==> src/rtl/fpmul_pkg.sv <==
// Shared types for the fpmul operand scheduler.
// Holds FSM encoding, idle-slot constants and credit depth.
package fpmul_pkg;

  typedef enum logic [1:0] {
    S_IDLE  = 2'd0,
    S_RUN   = 2'd1,
    S_DRAIN = 2'd2
  } state_t;

  localparam logic NO_IDLE  = 1'b0;
  localparam logic PUT_IDLE = 1'b1;

  localparam logic [1:0] CRED_MAX = 2'd2;

endpackage

==> src/rtl/fpmul_sched_res_fifo2.sv <==
// Two-entry result FIFO for one requester.
// Write and pop in the same cycle both take effect.
module res_fifo2 #(
  parameter int W = 32
) (
  input  logic         i_clk,
  input  logic         i_rst_n,
  input  logic         i_wr,
  input  logic [W-1:0] i_wdata,
  input  logic         i_rd,
  output logic         o_valid,
  output logic [W-1:0] o_data
);

  logic [W-1:0] r_mem [2];
  logic         r_wptr;
  logic         r_rptr;
  logic [1:0]   r_cnt;
  logic         w_rd;

  assign w_rd    = i_rd && (r_cnt != 2'd0);
  assign o_valid = (r_cnt != 2'd0);
  assign o_data  = r_mem[r_rptr];

  always_ff @(posedge i_clk) begin
    if (!i_rst_n) begin
      r_wptr <= 1'b0;
      r_rptr <= 1'b0;
      r_cnt  <= 2'd0;
    end else begin
      if (i_wr) r_wptr <= ~r_wptr;
      if (w_rd) r_rptr <= ~r_rptr;
      r_cnt <= r_cnt + {1'b0, i_wr}
                     - {1'b0, w_rd};
    end
  end

  always_ff @(posedge i_clk) begin
    if (i_wr) r_mem[r_wptr] <= i_wdata;
  end

endmodule

==> src/rtl/fpmul_sched.sv <==
// Two-requester scheduler for a shared fixed-latency multiplier.
// Credit-limited round-robin issue, tag pipe, per-requester FIFOs.
module fpmul_sched
  import fpmul_pkg::*;
#(
  parameter int LAT = 5,
  parameter int W   = 32
) (
  input  logic         clock,
  input  logic         reset_n,
  input  logic         req0_valid,
  output logic         req0_ready,
  input  logic [W-1:0] req0_a,
  input  logic [W-1:0] req0_b,
  input  logic         req1_valid,
  output logic         req1_ready,
  input  logic [W-1:0] req1_a,
  input  logic [W-1:0] req1_b,
  output logic         res0_valid,
  input  logic         res0_ready,
  output logic [W-1:0] res0_data,
  output logic         res1_valid,
  input  logic         res1_ready,
  output logic [W-1:0] res1_data,
  output logic [W-1:0] mul_a,
  output logic [W-1:0] mul_b,
  output logic         mul_idle,
  input  logic [W-1:0] mul_product,
  input  logic         flush,
  output logic         flush_done,
  output logic         busy
);

  state_t         r_state;
  state_t         w_state_n;
  logic [1:0]     r_cred0;
  logic [1:0]     r_cred1;
  logic [1:0]     w_cred0_n;
  logic [1:0]     w_cred1_n;
  logic           r_last;
  logic           w_last_n;
  logic           r_rdy0;
  logic           r_rdy1;
  logic           w_e0;
  logic           w_e1;
  logic           w_done_n;
  logic           r_flush_done;
  logic [W-1:0]   r_mul_a;
  logic [W-1:0]   r_mul_b;
  logic           r_mul_idle;
  logic           r_slot_v;
  logic           r_slot_id;
  logic [LAT-1:0] r_tag_v;
  logic [LAT-1:0] r_tag_id;
  logic           w_iss0;
  logic           w_iss1;
  logic           w_iss;
  logic           w_pop0;
  logic           w_pop1;
  logic           w_wr0;
  logic           w_wr1;
  logic           w_empty;

  assign w_iss0 = req0_valid && r_rdy0;
  assign w_iss1 = req1_valid && r_rdy1;
  assign w_iss  = w_iss0 || w_iss1;
  assign w_pop0 = res0_valid && res0_ready;
  assign w_pop1 = res1_valid && res1_ready;

  assign w_wr0 = r_tag_v[LAT-1] && !r_tag_id[LAT-1];
  assign w_wr1 = r_tag_v[LAT-1] &&  r_tag_id[LAT-1];

  assign w_empty = !r_slot_v && (r_tag_v == '0)
                && !res0_valid && !res1_valid;

  assign req0_ready = r_rdy0;
  assign req1_ready = r_rdy1;
  assign mul_a      = r_mul_a;
  assign mul_b      = r_mul_b;
  assign mul_idle   = r_mul_idle;
  assign flush_done = r_flush_done;
  assign busy       = (r_state != S_IDLE);

  always_comb begin
    w_state_n = r_state;
    w_done_n  = 1'b0;
    unique case (r_state)
      S_IDLE: begin
        if (flush)      w_state_n = S_DRAIN;
        else if (w_iss) w_state_n = S_RUN;
      end
      S_RUN: begin
        if (flush) w_state_n = S_DRAIN;
        else if (w_empty && !w_iss)
          w_state_n = S_IDLE;
      end
      S_DRAIN: begin
        if (w_empty) begin
          w_state_n = S_IDLE;
          w_done_n  = 1'b1;
        end
      end
      default: w_state_n = S_IDLE;
    endcase
  end

  assign w_cred0_n = r_cred0 - {1'b0, w_iss0}
                             + {1'b0, w_pop0};
  assign w_cred1_n = r_cred1 - {1'b0, w_iss1}
                             + {1'b0, w_pop1};

  // An offer counts as a turn whether or not it was taken,
  // so an idle requester never blocks the other one.
  assign w_last_n = r_rdy1 ? 1'b1
                  : (r_rdy0 ? 1'b0 : r_last);

  assign w_e0 = (w_state_n != S_DRAIN)
             && (w_cred0_n != 2'd0);
  assign w_e1 = (w_state_n != S_DRAIN)
             && (w_cred1_n != 2'd0);

  always_ff @(posedge clock) begin
    if (!reset_n) begin
      r_state      <= S_IDLE;
      r_cred0      <= CRED_MAX;
      r_cred1      <= CRED_MAX;
      r_last       <= 1'b1;
      r_rdy0       <= 1'b0;
      r_rdy1       <= 1'b0;
      r_flush_done <= 1'b0;
      r_mul_a      <= '0;
      r_mul_b      <= '0;
      r_mul_idle   <= PUT_IDLE;
      r_slot_v     <= 1'b0;
      r_slot_id    <= 1'b0;
      r_tag_v      <= '0;
      r_tag_id     <= '0;
    end else begin
      r_state      <= w_state_n;
      r_cred0      <= w_cred0_n;
      r_cred1      <= w_cred1_n;
      r_last       <= w_last_n;
      r_rdy0       <= w_e0 && (!w_e1 || w_last_n);
      r_rdy1       <= w_e1 && (!w_e0 || !w_last_n);
      r_flush_done <= w_done_n;
      if (w_iss) begin
        r_mul_a    <= w_iss1 ? req1_a : req0_a;
        r_mul_b    <= w_iss1 ? req1_b : req0_b;
        r_mul_idle <= NO_IDLE;
      end else begin
        r_mul_idle <= PUT_IDLE;
      end
      r_slot_v  <= w_iss;
      r_slot_id <= w_iss1;
      r_tag_v   <= {r_tag_v[LAT-2:0], r_slot_v};
      r_tag_id  <= {r_tag_id[LAT-2:0], r_slot_id};
    end
  end

  res_fifo2 #(.W(W)) u_fifo0 (
    .i_clk   (clock),
    .i_rst_n (reset_n),
    .i_wr    (w_wr0),
    .i_wdata (mul_product),
    .i_rd    (res0_ready),
    .o_valid (res0_valid),
    .o_data  (res0_data)
  );

  res_fifo2 #(.W(W)) u_fifo1 (
    .i_clk   (clock),
    .i_rst_n (reset_n),
    .i_wr    (w_wr1),
    .i_wdata (mul_product),
    .i_rd    (res1_ready),
    .o_valid (res1_valid),
    .o_data  (res1_data)
  );

endmodule

==> config.mk <==
export PLATFORM = sky130hd
export DESIGN_NAME = fpmul_sched
export DESIGN_NICKNAME = d
export VERILOG_FILES = /design/src/rtl/fpmul_pkg.sv /design/src/rtl/fpmul_sched_res_fifo2.sv /design/src/rtl/fpmul_sched.sv
export SDC_FILE = /design/constraint.sdc
export NUM_CORES = 1
export LEC_CHECK = 0
export ABC_AREA = 1
export BUFFER_PORTS_ARGS = -buffer_cell sky130_fd_sc_hd__buf_4
export CORE_ASPECT_RATIO = 1.1
export CORE_MARGIN = 3
export CORE_UTILIZATION = 54
export CTS_CLUSTER_SIZE = 28
export DETAILED_ROUTE_END_ITERATION = 6
export GPL_TIMING_DRIVEN = 0
export HOLD_SLACK_MARGIN = 0.15
export MAX_ROUTING_LAYER = met4
export PLACE_DENSITY = 0.85
export SYNTH_ARGS = -nofsm -noshare
export SYNTH_HDL_FRONTEND = slang
export SYNTH_SLANG_ARGS = --single-unit
==> constraint.sdc <==
create_clock -name clock -period 3.35 [get_ports clock]
set_input_delay 0.5025 -clock clock [delete_from_list [all_inputs] [get_ports clock]]
set_output_delay 0.5025 -clock clock [all_outputs]
set_load 0.01 [all_outputs]
==> metrics.txt, run 1 <==
# TYPE chip_impl_metric gauge
chip_impl_metric{name="critical_path.max_stage_delay",unit="ns"} 0.39
chip_impl_metric{name="fillCellCount",unit=""} 976
chip_impl_metric{name="slew-limit-headroom",unit="%"} 64.12
chip_impl_metric{name="final_layout_size_suffix_gt1_share",unit="%"} 37.90
chip_impl_metric{name="report.final.setup_viol",unit=""} 0
chip_impl_metric{name="wire_length_of_the_first_global_routing_pass",unit="mm"} 35.09
chip_impl_info{name="worst_hold_path.endpoint",value="u_fifo0.r_mem[1][30]$_DFFE_PP_"} 1
chip_impl_metric{name="grt.total_usage",unit="%"} 26.09
chip_impl_metric{name="timing.final.crit_period",unit="ns"} 2.462
chip_impl_metric{name="multi_input_area",unit="sq mm"} 0.002521
chip_impl_info{name="clock-root-buffer",value="clkbuf_16"} 1
chip_impl_info{name="crit_path_end_kind",value="primary output"} 1
chip_impl_metric{name="synth_edf_count",unit=""} 128
chip_impl_info{name="critical_path.reg2reg.endpoint",value="req0_ready$_SDFF_PN0_"} 1
chip_impl_metric{name="synthesis.instances",unit=""} 656
chip_impl_metric{name="synth_top_area_share",unit="%"} 44.44
chip_impl_metric{name="num_io_pins",unit=""} 302
chip_impl_info{name="setup.worst_path.class",value="reg -> out"} 1
chip_impl_metric{name="design.final.nets",unit=""} 1159
chip_impl_metric{name="proportion_of_synthesized_chip_area_in_sequential_cells",unit="%"} 66.90
chip_impl_metric{name="die-width",unit="microns"} 126.7
chip_impl_metric{name="synth.net_count",unit=""} 831
chip_impl_metric{name="initial_core_util",unit="%"} 56.35
chip_impl_info{name="slowest_stage_cell_crit_path",value="mux2_1"} 1
chip_impl_metric{name="route.vias.total",unit=""} 6312
chip_impl_metric{name="yosys_register_bits",unit=""} 225
chip_impl_metric{name="route.antenna.remaining_nets",unit=""} 0
chip_impl_metric{name="drt-initial-drc-count",unit=""} 424
chip_impl_metric{name="worst-path-buf-inv",unit=""} 3
chip_impl_metric{name="place.gp.congestion",unit=""} 0.8750
chip_impl_metric{name="leakage",unit="nW"} 5.442
chip_impl_metric{name="grt_antenna_before_repair",unit=""} 1
chip_impl_metric{name="total_clock_buffers_created_by_cts",unit=""} 22
chip_impl_info{name="cell_chain_critical_path",value="clkbuf_1 -> buf_2 -> mux2_1 -> buf_4"} 1
chip_impl_info{name="synthTopCellsByArea",value="edfxtp_1 (44%), dfxtp_1 (22%), mux2_1 (7.8%), mux2i_1 (7.4%), nand3_1 (4.1%)"} 1
chip_impl_metric{name="clock_latency_on_the_worst_skew_pair",unit="ns"} 0.49
chip_impl_metric{name="numPortBuffers",unit=""} 300
chip_impl_metric{name="post_cts_resized",unit=""} 0
chip_impl_metric{name="dp.cells",unit=""} 1156
chip_impl_metric{name="postCtsHoldBufs",unit=""} 0
chip_impl_metric{name="syn-cell-area",unit="sq mm"} 0.008648
chip_impl_metric{name="worst_ir_drop_vdd",unit="mV"} 0.3997
chip_impl_metric{name="max_slew.worst_pin.slew",unit="ns"} 0.5369
chip_impl_metric{name="cts.path.max_buffers",unit=""} 3
chip_impl_info{name="worst_hold_path_type",value="in -> reg"} 1
chip_impl_info{name="r2r_start",value="req1_ready$_SDFF_PN0_"} 1
chip_impl_metric{name="stdcell_count",unit=""} 1197
chip_impl_metric{name="drt_pass1_iterations",unit=""} 4
chip_impl_metric{name="maxCapViolCount",unit=""} 0
chip_impl_metric{name="ff2ff_setup_slack",unit="ns"} 1.11
chip_impl_metric{name="drt-total-wl",unit="mm"} 23.02
chip_impl_metric{name="drt_wl_cell",unit="microns"} 19.23
chip_impl_info{name="gr-max-usage-layer",value="met2"} 1
chip_impl_info{name="grt_setup_unrepaired",value="false"} 1
chip_impl_metric{name="worst_ep_arrival_time",unit="ns"} 1.96
chip_impl_metric{name="fp.dieArea",unit="sq mm"} 0.01757
chip_impl_metric{name="netlist-cell-type-count",unit=""} 27
chip_impl_metric{name="floorplan.rows",unit=""} 47
chip_impl_info{name="status",value="complete, no violations"} 1
chip_impl_info{name="cts_tree",value="built"} 1
chip_impl_metric{name="global_route.overflow_total",unit=""} 0
chip_impl_metric{name="core_area",unit="sq mm"} 0.01535
chip_impl_info{name="holdCritStartpoint",value="mul_product[30]"} 1
chip_impl_info{name="most_frequent_cell_after_synthesis",value="edfxtp_1"} 1
chip_impl_metric{name="setup_tns",unit="ns"} 0
chip_impl_info{name="yosys-top-cells-count",value="edfxtp_1 (128), dfxtp_1 (97), nand3_1 (70)"} 1
chip_impl_metric{name="ff2ff_path_depth",unit=""} 16
chip_impl_metric{name="detail_route.vias_per_cell",unit=""} 5.273
chip_impl_metric{name="post_cts_buffers",unit=""} 0
chip_impl_metric{name="synth_warnings",unit=""} 0
chip_impl_metric{name="grtUsageMet1",unit="%"} 30.89
chip_impl_metric{name="final.period_utilization",unit="%"} 73.49
chip_impl_info{name="post-synth-top-area-cell",value="edfxtp_1"} 1
chip_impl_metric{name="finalHoldWorstSlack",unit="ns"} 0.2071
chip_impl_metric{name="gr-usage-met2",unit="%"} 43.73
chip_impl_metric{name="vias_in_the_first_global_route",unit=""} 6571
chip_impl_metric{name="asyncSetResetFlopFracSynth",unit="%"} 0
chip_impl_metric{name="maxClockFrequency",unit="MHz"} 406.2
chip_impl_metric{name="clk_transition_reported_paths",unit="ns"} 0.07
chip_impl_metric{name="hold_depth",unit=""} 1
chip_impl_metric{name="cts.sink_count",unit=""} 225
chip_impl_metric{name="area.growth.synth_to_final",unit="%"} 38.38
chip_impl_metric{name="globalRouteMet3Util",unit="%"} 7.396
chip_impl_metric{name="place_hpwl",unit="mm"} 17.11
chip_impl_metric{name="avgSynthCellArea",unit="sq um"} 13.18
chip_impl_metric{name="seq_area",unit="sq mm"} 0.005786
chip_impl_metric{name="final-max-slew-violation-count",unit=""} 0
chip_impl_metric{name="cp.required",unit="ns"} 2.85
chip_impl_metric{name="htreeDepth",unit=""} 1
chip_impl_metric{name="power_density",unit="mW/mm^2"} 597.6
chip_impl_metric{name="clock_skew",unit="ns"} 0.01165
chip_impl_metric{name="chipHeight",unit="microns"} 138.7
chip_impl_info{name="crit_family",value="buffers and inverters"} 1
chip_impl_metric{name="drt_drc_violations_left",unit=""} 0
chip_impl_info{name="worstSetupStartpointType",value="flop"} 1
chip_impl_info{name="synth_ff_type",value="edfxtp_1"} 1
chip_impl_metric{name="hold_violations",unit=""} 0
chip_impl_metric{name="grt_start_max_net_pins",unit=""} 25
chip_impl_metric{name="crit_path_max_fanout",unit=""} 10
[per-layer routing]
layer	vias up	routed length, microns
met5	-	0
met4	0	633
met3	37	2189
met2	272	11540
met1	2995	8658
li1	3008	-
[stage by stage]
| step | util [%] | power (mW) | cell area (sq um) | setup WS (ns) |
|---|---|---|---|---|
| 2_1_floorplan | - | 4.085 | 8648 | 1.077 |
| 3_3_place_gp | 72.62 | 4.803 | 11150 | 0.003315 |
| 3_5_place_dp | 73.43 | 4.839 | 11270 | 0.8141 |
| 4_1_cts | 77.96 | 7.194 | 11970 | 0.8568 |
| 5_1_grt | 77.97 | 7.471 | 11970 | 0.7694 |
| 6_report | 77.97 | 7.152 | 11970 | 0.8881 |
[state kept, by name, indices dropped and copies added (netlist names), 5 cells and up, named ones only]
name and flops:
mul_b 32, r_tag_v 5, u_fifo1.r_mem 64, r_tag_id 5, mul_a 32, u_fifo0.r_mem 64
[worst reg2reg max path, delay by kind of cell (launching register included)]
family / cells / cell delay, ns
adder cells (fa/ha/maj): 2 / 0.44
buffers and inverters: 5 / 0.66
flip-flops: 1 / 0.33
AND/OR/NAND/NOR: 9 / 0.70
[worst max path at each step]
stage | cells past startpoint | endpoint
6_report | 4 | res1_data[1]
5_1_grt | 4 | res1_data[19]
4_1_cts | 4 | res1_data[1]
3_5_place_dp | 17 | req0_ready$_SDFF_PN0_
3_3_place_gp | 2 | u_fifo0.r_mem[1][14]$_DFFE_PP_
2_1_floorplan | 2 | u_fifo1.r_mem[1][0]$_DFFE_PP_
[power breakdown]
part / switching (mW) / total [mW] / internal (mW)
clock network: 0.983 / 2.37 / 1.39
logic: 0.810 / 1.57 / 0.761
registers: 0.104 / 3.21 / 3.11
[cells by family after synthesis]
kind of cell	after synthesis	share of synthesized area [%]
flip-flops	225	66.90
AND/OR/NAND/NOR	133	7.075
multiplexers	128	15.74
AO/OA/AOI/OAI	80	4.630
buffers and inverters	80	4.297
adder cells (fa/ha/maj)	8	1.157
XOR/XNOR	2	0.2026
[final cells by class]
| cell class | count | share of cell area [%] |
|---|---|---|
| multi-input combinational | 351 | 21.07 |
| timing repair buffer | 304 | 19.61 |
| sequential | 225 | 48.34 |
| clock inverter | 7 | 0.5018 |
| tap | 196 | 2.049 |
| antenna | 1 | 0.02091 |
| inverter | 41 | 1.286 |
| clock buffer | 33 | 5.301 |
| buffer | 39 | 1.819 |
[placed cells by master (no fill, tap or decap), types with 3 or more instances in the layout]
cell       count
nor2_4         5
ha_1           8
buf_2         21
buf_6          5
a21oi_1       11
mux2_1        60
inv_2          5
nand2_1       38
o21ai_1       67
clkinv_2       3
buf_4        302
nand3_1       70
edfxtp_1     128
mux2_2         4
dfxtp_1       97
nor2_1        12
inv_1         36
clkbuf_1      14
mux2i_1       64
clkbuf_16     23
buf_1          4
No activity file was read; power rests on OpenSTA's default activity.
==> run 2: changes to the inputs <==
--- a/config.mk
+++ b/config.mk
@@ -9,13 +9,13 @@
 export BUFFER_PORTS_ARGS = -buffer_cell sky130_fd_sc_hd__buf_4
 export CORE_ASPECT_RATIO = 1.1
 export CORE_MARGIN = 3
-export CORE_UTILIZATION = 54
+export CORE_UTILIZATION = 45
 export CTS_CLUSTER_SIZE = 28
 export DETAILED_ROUTE_END_ITERATION = 6
 export GPL_TIMING_DRIVEN = 0
 export HOLD_SLACK_MARGIN = 0.15
 export MAX_ROUTING_LAYER = met4
-export PLACE_DENSITY = 0.85
+export PLACE_DENSITY = 0.76
 export SYNTH_ARGS = -nofsm -noshare
 export SYNTH_HDL_FRONTEND = slang
 export SYNTH_SLANG_ARGS = --single-unit
==> constraint.sdc (replaced) <==
create_clock -name clock -period 2.06 [get_ports clock]
set_input_delay 0.309 -clock clock [delete_from_list [all_inputs] [get_ports clock]]
set_output_delay 0.309 -clock clock [all_outputs]
set_load 0.01 [all_outputs]
==> run 2 against run 1 <==
  * Clock power increased by 69%
  * Worst setup slack got worse by 0.79 ns
  * Flip-flop and latch count unchanged
  * Sequential power up 64%
  * Clock-buffer cell count down 1
  * Routed wire length increased by 21%
  * Clock skew increased by 0.0018 ns
  * Via count is 16% higher
  * Critical path type is now reg -> reg
  * Largest power group unchanged
==> metrics.txt, run 2 (synthesis results as in run 1) <==
# TYPE chip_impl_metric gauge
chip_impl_info{name="status",value="complete, no violations"} 1
chip_impl_metric{name="grt_antenna_before_repair",unit=""} 2
chip_impl_metric{name="initial_core_util",unit="%"} 46.48
chip_impl_metric{name="leakage",unit="nW"} 6.167
chip_impl_metric{name="clk_transition_reported_paths",unit="ns"} 0.06
chip_impl_metric{name="slew-limit-headroom",unit="%"} 62.93
chip_impl_metric{name="worst_ir_drop_vdd",unit="mV"} 0.7618
chip_impl_info{name="clock-root-buffer",value="clkbuf_16"} 1
chip_impl_metric{name="fp.dieArea",unit="sq mm"} 0.02092
chip_impl_metric{name="num_io_pins",unit=""} 302
chip_impl_metric{name="grt.total_usage",unit="%"} 25.18
chip_impl_info{name="final_cell_mix",value="buf_4 (313), dlygate4sd3_1 (161), edfxtp_1 (128)"} 1
chip_impl_metric{name="chipHeight",unit="microns"} 151.4
chip_impl_metric{name="crit_path_max_fanout",unit=""} 10
chip_impl_metric{name="place.gp.congestion",unit=""} 0.8120
chip_impl_metric{name="vias_in_the_first_global_route",unit=""} 7695
chip_impl_metric{name="postPlaceCellArea",unit="sq mm"} 0.01131
chip_impl_metric{name="route.vias.total",unit=""} 7351
chip_impl_metric{name="area.growth.synth_to_final",unit="%"} 58.94
chip_impl_metric{name="wire_length_of_the_first_global_routing_pass",unit="mm"} 40.43
chip_impl_metric{name="total_clock_buffers_created_by_cts",unit=""} 22
chip_impl_metric{name="setup_tns",unit="ns"} 0
chip_impl_metric{name="worst_ep_arrival_time",unit="ns"} 2.33
chip_impl_metric{name="final-max-slew-violation-count",unit=""} 0
chip_impl_info{name="setup.worst_path.class",value="reg -> reg"} 1
chip_impl_metric{name="layout.core_utilization",unit="%"} 73.87
chip_impl_metric{name="dp.cells",unit=""} 1203
chip_impl_metric{name="drt_drc_violations_left",unit=""} 0
chip_impl_metric{name="timing.final.crit_period",unit="ns"} 1.959
chip_impl_metric{name="htreeDepth",unit=""} 1
chip_impl_metric{name="maxCapViolCount",unit=""} 0
chip_impl_metric{name="drt_wl_cell",unit="microns"} 19.68
chip_impl_metric{name="cts.path.max_buffers",unit=""} 3
chip_impl_metric{name="floorplan.rows",unit=""} 52
chip_impl_info{name="grt_setup_unrepaired",value="false"} 1
chip_impl_metric{name="numPortBuffers",unit=""} 300
chip_impl_metric{name="report.final.setup_viol",unit=""} 0
chip_impl_metric{name="drt-initial-drc-count",unit=""} 359
chip_impl_metric{name="final.period_utilization",unit="%"} 95.09
chip_impl_metric{name="power_density",unit="mW/mm^2"} 896.1
chip_impl_metric{name="place_hpwl",unit="mm"} 16.72
chip_impl_info{name="reg_top3",value="u_fifo0.r_mem (64), u_fifo1.r_mem (64)"} 1
chip_impl_metric{name="clock_latency_on_the_worst_skew_pair",unit="ns"} 0.50
chip_impl_metric{name="grt_start_max_net_pins",unit=""} 30
chip_impl_info{name="layout_commonest_cell",value="buf_4"} 1
chip_impl_metric{name="max_slew.worst_pin.slew",unit="ns"} 0.5560
chip_impl_metric{name="detail_route.vias_per_cell",unit=""} 5.206
chip_impl_info{name="worstSetupStartpointType",value="flop"} 1
chip_impl_metric{name="core_area",unit="sq mm"} 0.01861
chip_impl_metric{name="final_layout_size_suffix_gt1_share",unit="%"} 33.48
chip_impl_metric{name="fillCellCount",unit=""} 1152
chip_impl_metric{name="stdcell_count",unit=""} 1412
chip_impl_metric{name="hold_violations",unit=""} 0
chip_impl_info{name="worst_hold_path_type",value="in -> reg"} 1
chip_impl_metric{name="clock_skew",unit="ns"} 0.01345
chip_impl_metric{name="maxClockFrequency",unit="MHz"} 510.5
chip_impl_metric{name="drt_pass1_iterations",unit=""} 5
chip_impl_metric{name="design.final.nets",unit=""} 1324
chip_impl_metric{name="route.antenna.remaining_nets",unit=""} 0
chip_impl_info{name="cts_tree",value="built"} 1
chip_impl_metric{name="global_route.overflow_total",unit=""} 0
chip_impl_info{name="crit_path_end_kind",value="flop"} 1
chip_impl_metric{name="cts.sink_count",unit=""} 225
chip_impl_metric{name="cp.required",unit="ns"} 2.43
chip_impl_metric{name="finalInstanceArea",unit="sq mm"} 0.01375
chip_impl_metric{name="drt-total-wl",unit="mm"} 27.79
chip_impl_metric{name="die-width",unit="microns"} 138.2
-- run 2: cell count changes in the layout (fill, tap and decap cells not counted), sizes merged --
cell,previous run,this run
dlygate4sd3,0,161
clkbuf,40,43
diode,1,4
clkinv,5,3
clkinvlp,1,3
bufinv,1,2
-- run 2: final timing paths --
check | depth (start not counted) | slack (ns) | endpoint | from
setup / recovery | 8 | 0.10 | mul_a[12]$_SDFFE_PN0P_ | req1_ready$_SDFF_PN0_
hold / removal | 4 | 0.17 | flop | res1_ready
setup reg to reg | 8 | 0.10 | mul_a[12]$_SDFFE_PN0P_ | req1_ready$_SDFF_PN0_
hold reg to reg | 2 | 0.41 | r_tag_id[4]$_SDFF_PN0_ | r_tag_id[3]$_SDFF_PN0_
-- run 2: power by group --
group | internal, mW | total (mW) | switching (mW)
clock network | 2.38 | 4.00 | 1.62
logic | 1.58 | 3.04 | 1.46
registers | 5.06 | 5.28 | 0.219
-- run 2: routing by layer --
| layer | up-vias | global-route usage, % | share of wire, % |
|---|---|---|---|
| met5 | - | - | 0 |
| met4 | 0 | 9.783 | 3.8 |
| met3 | 81 | 6.063 | 7.8 |
| met2 | 397 | 45.51 | 52 |
| met1 | 3539 | 26.91 | 36 |
| li1 | 3334 | - | - |
-- run 2: final cells by class --
class	instances	area, sq um	share of cell area [%]
well taps	243	304.0	2.212
clock inverters	8	87.58	0.6372
multi-input cells	351	2529	18.40
diodes	4	10.01	0.07282
clock buffers	32	631.9	4.597
inverters	41	153.9	1.120
flip-flops and latches	225	5788	42.11
repair buffers	472	3996	29.07
plain buffers	36	245.2	1.784
-- run 2: stage by stage --
step,hold WS [ns],power (mW),setup slack [ns]
3_5_place_dp,0.4038,7.863,-0.2754
2_1_floorplan,0.3905,6.644,0.09287
3_3_place_gp,0.3936,7.826,-0.3965
6_report,0.1735,12.32,0.1012
4_1_cts,0.1520,12.19,0.005947
5_1_grt,0.1923,12.81,0.01995
-- run 2: critical path, stage by stage, from the launching register on --
cell and delay, ns:
dfxtp_1 0.40, nand2_4 0.10, nand2_1 0.14, inv_2 0.07
clkbuf_4 0.19, clkbuf_4 0.21, nand3_1 0.09, o21ai_1 0.08
dlygate4sd3_1 0.56
-- run 2: what timing repair did --
action / 4_1_cts / 5_1_grt
setup buffers: 0 / 7
hold endpoints to repair: 193 / 0
resized for setup: 8 / 10
hold buffers: 161 / 0
setup endpoints to repair: 62 / 24
pin swaps: 0 / 0
